`src/rtl/grant_pkg.sv`:
```
// Shared definitions for the arbiter family: FSM state encoding and index-width helper.
package grant_pkg;

  typedef enum logic {
    ST_IDLE = 1'b0,
    ST_BUSY = 1'b1
  } state_t;

  // Never returns 0, so a single-requester index still has a legal 1-bit width.
  function automatic int idx_width(input int n);
    return (n < 2) ? 1 : $clog2(n);
  endfunction

endpackage

```
`src/rtl/priority_arbiter.sv`:
```
// Combinational fixed-priority arbiter: the highest set request index wins, one-hot output.
module priority_arbiter #(
  parameter int WIDTH = 4
) (
  input  logic [WIDTH-1:0] req,
  output logic [WIDTH-1:0] grant
);

  // Ascending scan, so the last (highest) set bit overrides lower ones.
  always_comb begin
    grant = '0;
    for (int i = 0; i < WIDTH; i++) begin
      if (req[i]) grant = WIDTH'(1) << i;
    end
  end

endmodule

```
`src/rtl/grant_hold_ctrl.sv`:
```
// Registered grant holder: latches the arbiter winner in IDLE and keeps it frozen
// until done, owner withdrawal or the MAX_HOLD timeout releases it.
module grant_hold_ctrl
  import grant_pkg::*;
#(
  parameter int WIDTH    = 4,
  parameter int MAX_HOLD = 16,
  parameter int IDX_W    = idx_width(WIDTH)
) (
  input  logic             clk,
  input  logic             rst,
  input  logic [WIDTH-1:0] req,
  input  logic             done,
  output logic [WIDTH-1:0] grant,
  output logic             grant_valid,
  output logic [IDX_W-1:0] grant_idx,
  output logic             timeout
);

  localparam int               CNT_W    = idx_width(MAX_HOLD);
  localparam logic [CNT_W-1:0] CNT_LAST = CNT_W'(MAX_HOLD - 1);

  state_t           r_state, w_state_nxt;
  logic [CNT_W-1:0] r_cnt, w_cnt_nxt;
  logic [WIDTH-1:0] r_grant, w_grant_nxt, w_win;
  logic [IDX_W-1:0] r_idx, w_idx_nxt, w_win_idx;
  logic             r_valid, w_valid_nxt;
  logic             r_timeout, w_timeout_nxt;
  logic             w_owner_req, w_at_limit;

  priority_arbiter #(.WIDTH(WIDTH)) u_arb (
    .req   (req),
    .grant (w_win)
  );

  always_comb begin
    w_win_idx = '0;
    for (int i = 0; i < WIDTH; i++) begin
      if (w_win[i]) w_win_idx = IDX_W'(i);
    end
  end

  assign w_owner_req = req[r_idx];
  assign w_at_limit  = (r_cnt == CNT_LAST);

  always_comb begin
    w_state_nxt   = r_state;
    w_cnt_nxt     = r_cnt;
    w_grant_nxt   = r_grant;
    w_idx_nxt     = r_idx;
    w_valid_nxt   = r_valid;
    w_timeout_nxt = 1'b0;
    case (r_state)
      ST_IDLE: begin
        if (|req) begin
          w_state_nxt = ST_BUSY;
          w_grant_nxt = w_win;
          w_idx_nxt   = w_win_idx;
          w_valid_nxt = 1'b1;
          w_cnt_nxt   = '0;
        end
      end
      default: begin
        w_cnt_nxt = r_cnt + 1'b1;
        // done and withdrawal outrank the limit, so only a pure timeout pulses.
        if (done || !w_owner_req || w_at_limit) begin
          w_state_nxt   = ST_IDLE;
          w_grant_nxt   = '0;
          w_idx_nxt     = '0;
          w_valid_nxt   = 1'b0;
          w_cnt_nxt     = '0;
          w_timeout_nxt = !done && w_owner_req && w_at_limit;
        end
      end
    endcase
  end

  always_ff @(posedge clk or posedge rst) begin
    if (rst) begin
      r_state   <= ST_IDLE;
      r_cnt     <= '0;
      r_grant   <= '0;
      r_idx     <= '0;
      r_valid   <= 1'b0;
      r_timeout <= 1'b0;
    end else begin
      r_state   <= w_state_nxt;
      r_cnt     <= w_cnt_nxt;
      r_grant   <= w_grant_nxt;
      r_idx     <= w_idx_nxt;
      r_valid   <= w_valid_nxt;
      r_timeout <= w_timeout_nxt;
    end
  end

  assign grant       = r_grant;
  assign grant_valid = r_valid;
  assign grant_idx   = r_idx;
  assign timeout     = r_timeout;

endmodule

```
`config.mk`:
```
export PLATFORM = sky130hd
export DESIGN_NAME = grant_hold_ctrl
export DESIGN_NICKNAME = d
export VERILOG_FILES = /design/src/rtl/grant_pkg.sv /design/src/rtl/priority_arbiter.sv /design/src/rtl/grant_hold_ctrl.sv
export SDC_FILE = /design/constraint.sdc
export NUM_CORES = 1
export LEC_CHECK = 0
export ABC_AREA = 1
export CORE_AREA = 2 2 39 41
export CTS_CLUSTER_DIAMETER = 200
export CTS_CLUSTER_SIZE = 16
export DETAILED_ROUTE_END_ITERATION = 6
export DIE_AREA = 0 0 41 43
export GPL_ROUTABILITY_DRIVEN = 0
export HOLD_SLACK_MARGIN = 0.15
export PLACE_DENSITY = 0.76
export SKIP_CTS_REPAIR_TIMING = 1
export SLEW_MARGIN = 10
export SYNTH_ARGS = -nofsm -noshare
export SYNTH_HDL_FRONTEND = slang
export SYNTH_SLANG_ARGS = --single-unit
```
`constraint.sdc`:
```
create_clock -name clk -period 3.1 [get_ports clk]
set_clock_uncertainty 0.15 [all_clocks]
set_input_delay 0.465 -clock clk [delete_from_list [all_inputs] [get_ports clk]]
set_output_delay 0.465 -clock clk [all_outputs]
set_load 0.01 [all_outputs]
```
==> reports/metrics.csv, run 1 <==
metric,value,unit
met3 wire length,45,um
Max-Cap Viols,0,
worst flop-to-flop path startpoint,r_cnt[0],
Layout area overhead,29.39,%
Total Nets Final,104,
row count,14,
"CP delay by family, top",buffers and inverters,
fin crit share,0.6011,
HP Class,reg -> reg,
"antenna viol nets, final",0,
CTS max path bufs,2,
clock sink count,13,
"Cell Area, Synth",634.4,um2
pwr dens,697.3,nW/um2
Port Buffers,14,
Starting DRT DRC Count,15,
largest net degree at the start of global routing,14,
Ports,15,
root buffer cell,clkbuf_4,
Place WS,1.154,ns
syn_nets,85,
Lkg Pwr,0.4227,nW
CP Data Required Time,2.48,ns
most frequent cells in the layout,"nand2_1 (26), clkdlybuf4s50_1 (14), inv_1 (13), dfrtp_1 (13), nand3_1 (7)",
hold violation count in the final report,0,
synth warn,0,
ANT cells,0,
Core Box Area,1384,um2
R2R Setup Slk,1.63,ns
worst hold path startpoint,grant[1],
max incr delay on CP,0.56,ns
clk slew on worst S/H paths,0.08,ns
met1 wire length,567,um
cts bufs inserted,3,
CP Max Fanout,5,
fin util,0.5931,
Initial Util,0.4584,
hold endpoint,grant[1],
CTS tree,yes,
Peak supply drop,0.0003369,V
Chip Height,43,um
Final Max Tran Viols,0,
Worst Path Arrival,1.25,ns
"commonest non-fill, non-tap cell in the layout",nand2_1,
Via Count,537,
Crit-path slowest cell,clkdlybuf4s50_1,
CP Capture Type,output pin,
Buf/Inv on CP,1,
Post-Route WL,1140,um
layout cell share with drive strength beyond 1,0.08421,
"Seq/Total Area, Yosys",0.5128,
H-tree depth,1,
initial antenna violation count,0,
Worst-Skew Late Latency,0.27,ns
"Critical Path, Cell by Cell",clkdlybuf4s50_1,
Vias/cell,4.838,
RSZ-0062 raised after global routing,false,
slew of the pin with the lowest slew margin,0.4689,ns
relative max-transition margin,0.6871,
DIE WIDTH,41,um
status,"finished, final reports clean",
Max Used Layer,met3,
Worst Reg2Reg Path Length in Cells,8,
fin crit period,1.863,ns
Met2 Routed Length,526,um
Synth Instances,77,
setup TNS after final layout,0,ns
synth unique cells,17,
Mapped Avg Cell Area,8.238,um2
DRC Markers,0,
R2R Path End,grant_valid,
hold depth,2,
Yosys reg bits,13,
Final WS setup,1.237,ns
vias in the first global route,466,
CP Class,reg -> out,
Max Clk Rate,536.6,MHz
Pre-antenna DRT Iters,4,
crit path launch type,flop,
final setup fails,0,
global route overflow,0,
Tot GR Track Use,0.1538,
Detail Placement HPWL,877.3,um
die area,1763,um2
wire per inst,10.27,um
global-route wire length before repair,1814,um
-- cells by family after synthesis --
family                     Yosys count  share of synthesized area
xor gates and xnor gates             2                    0.02762
adders and majority gates            1                    0.01972
and+or+nand+nor                     41                     0.3057
buffers and inverters               14                    0.08284
AOI/OAI and AO/OA                    6                    0.05128
DFF                                 13                     0.5128
-- cells in the mapped netlist, drive strengths merged --
| cell | n | share of area |
|---|---|---|
| a21oi | 1 | 0.0079 |
| dfrtp | 13 | 0.51 |
| ha | 1 | 0.020 |
| inv | 14 | 0.083 |
| nand2 | 28 | 0.18 |
| nand3 | 9 | 0.099 |
| nor2 | 3 | 0.018 |
| nor3 | 1 | 0.0079 |
| o21ai | 4 | 0.032 |
| o31ai | 1 | 0.012 |
| xnor2 | 1 | 0.014 |
| xor2 | 1 | 0.014 |
-- metrics by stage --
step           hold slack, ns  std cells  instance area, um2  power [mW]
4_1_cts                0.3309        111               820.8      0.5810
2_1_floorplan          0.1920         77               634.4      0.3765
5_1_grt                0.3525        111               820.8      0.6139
3_3_place_gp           0.3054        107               794.5      0.4643
6_report               0.3287        111               820.8      0.5723
3_5_place_dp           0.3110        107               794.5      0.4729
-- worst max path at each step --
| stage | startpoint | endpoint | cells after the start |
|---|---|---|---|
| floorplan | r_cnt[0] | grant_idx[0] | 8 |
| global placement | req[3] | grant_valid | 5 |
| detailed placement | req[3] | r_state | 5 |
| CTS | grant_idx[0] | grant_idx[0] | 1 |
| global route | grant_idx[0] | grant_idx[0] | 1 |
| finish | grant_idx[0] | grant_idx[0] | 1 |
-- where the power goes --
group	total [mW]	switching, mW	leakage (nW)	internal, mW
sequential	0.247	0.0366	0.171	0.211
clock	0.106	0.0558	0.0150	0.0498
combinational	0.219	0.118	0.237	0.102
-- layout make-up --
class                           count  area (um2)
Sequential cell                    13       325.3
Clock buffer                        4       26.28
Inverter                           14       52.55
Timing Repair Buffer               14       140.1
Multi-Input combinational cell     50       256.5
Tap cell                           16       20.02
Fill cell                         127       563.0
-- routing by layer --
layer  up-vias  GRT usage
li1        273          -
met1       251     0.1987
met2        13     0.2219
met3         0    0.03141
met4         0     0.1000
met5         -          0
-- registers in the layout (all words and copies together), names as in the netlist --
name,count
grant,4
r_cnt,4
grant_idx,2
grant_valid,1
r_state,1
timeout,1
No activity file was read; power rests on OpenSTA's default activity.
==> run 2, diff against run 1 <==
Settings changed: CORE_AREA 2 2 39 41 to not set, CORE_MARGIN set to 2, CORE_UTILIZATION set to 46, DIE_AREA 0 0 41 43 to not set, PLACE_DENSITY 0.76 to 0.74.
Clock period 3.1 ns to 1.8 ns, I/O delays scaled along.
==> run 2 against run 1 <==
Compared with the run above:
- worst setup slack worse by 1.1 ns
- final cell count down 0.90%
- power up 72%
- critical endpoint unchanged
- worst hold slack worse by 0.18 ns
- global-route usage up 2.9 points
- core utilization up 3.7 points
- clock-buffer cell count unchanged
- non-clock buffer count unchanged
- sequential power up 72%
- die area down 4.0%
==> reports/metrics.csv, run 2 (synthesis results as in run 1) <==
metric,value,unit
status,"finished, final reports clean",
CTS tree,yes,
DRC Markers,0,
DIE WIDTH,41.14,um
Worst-Skew Late Latency,0.28,ns
Max-Cap Viols,0,
die area,1692,um2
layout cell share with drive strength beyond 1,0.08421,
CP Data Required Time,1.38,ns
Tot GR Track Use,0.1829,
H-tree depth,1,
max incr delay on CP,0.56,ns
fin crit share,0.9270,
Vias/cell,4.982,
"antenna viol nets, final",0,
Port Buffers,14,
cts bufs inserted,3,
Peak supply drop,0.0005239,V
Critical Path Stages,1,
most frequent cells in the layout,"nand2_1 (26), clkdlybuf4s50_1 (14), inv_1 (13), dfrtp_1 (13), nand3_1 (7)",
# fillers,125,
global-route wire length before repair,1932,um
Pre-antenna DRT Iters,4,
Total Nets Final,104,
global route overflow,0,
slew of the pin with the lowest slew margin,0.4779,ns
Via Count,548,
Final WS setup,0.1313,ns
HP Class,in -> async,
area of the multi-input gates,256.5,um2
FF/Latch Area,325.3,um2
Place WS,0.09935,ns
hold violation count in the final report,0,
Ports,15,
DP Cell Count,106,
CP Class,reg -> out,
CTS max path bufs,2,
crit path launch type,flop,
final setup fails,0,
relative max-transition margin,0.6811,
ANT cells,0,
Detail Placement HPWL,971.4,um
setup TNS after final layout,0,ns
fin util,0.6298,
Crit-path slowest cell,clkdlybuf4s50_1,
Worst Reg2Reg Path Length in Cells,8,
CP Capture Type,output pin,
root buffer cell,clkbuf_4,
wire per inst,11.26,um
Lkg Pwr,0.4227,nW
Post-Route WL,1239,um
worst flop-to-flop path startpoint,r_cnt[0],
Worst setup endpoint,grant_idx[0],
"Critical Path, Cell by Cell",clkdlybuf4s50_1,
pwr dens,1204,nW/um2
vias in the first global route,476,
crit path launch,grant_idx[0],
Buf/Inv on CP,1,
R2R Setup Slk,0.36,ns
fin crit period,1.669,ns
row count,13,
"CP delay by family, top",buffers and inverters,
Initial Util,0.4875,
Worst Path Arrival,1.25,ns
Final Max Tran Viols,0,
final std cells w/o fill,110,
Chip Height,41.14,um
initial antenna violation count,0,
largest net degree at the start of global routing,14,
R2R Path End,grant_idx[1],
Core Box Area,1301,um2
clk slew on worst S/H paths,0.08,ns
Starting DRT DRC Count,11,
total power,986.6,uW
clock sink count,13,
RSZ-0062 raised after global routing,false,
CP Max Fanout,5,
Max Clk Rate,599.3,MHz
"commonest non-fill, non-tap cell in the layout",nand2_1,
Layout area overhead,29.19,%
-- run 2: cell counts in the layout (fill, tap and decap cells not counted) --
Identical to the previous run, type by type.
-- run 2: how the worst min path moves through the flow --
stage	cells after the start	to	slack [ns]	from
finish	2	grant_valid	0.15	rst
global route	2	grant_valid	0.23	rst
CTS	2	grant[0]	0.17	rst
detailed placement	2	grant[3]	0.31	grant[3]
global placement	2	grant[3]	0.31	grant[3]
floorplan	1	grant[0]	-0.003	rst
-- run 2: final cells by class --
class | count | area share
repair buffers | 14 | 0.1710
flip-flops and latches | 13 | 0.3969
well taps | 15 | 0.02290
clock buffers | 4 | 0.03206
multi-input cells | 50 | 0.3130
inverters | 14 | 0.06412
-- run 2: layer usage --
layer,global-route usage,wire length [um]
met1,0.2409,568
met2,0.2617,566
met3,0.04348,60
met4,0.1210,42
met5,0,0
-- run 2: power by group --
group          internal [mW]  switching [mW]
clock network         0.0861          0.0958
logic                  0.175           0.205
registers              0.363          0.0610
-- run 2: metrics by stage --
stage / area, um2 / hold WS, ns
after floorplan: 634.4 / -0.003041
after global placement: 793.3 / 0.3092
after detailed placement: 793.3 / 0.3100
after CTS: 819.5 / 0.1670
after global routing: 819.5 / 0.2316
final: 819.5 / 0.1497
==> run 3, diff against run 2 <==
Settings changed: ABC_CLOCK_PERIOD_IN_PS set to 1800.
==> results of run 3 <==
The final DEF is identical to that of run 2; final timing and power are the same.
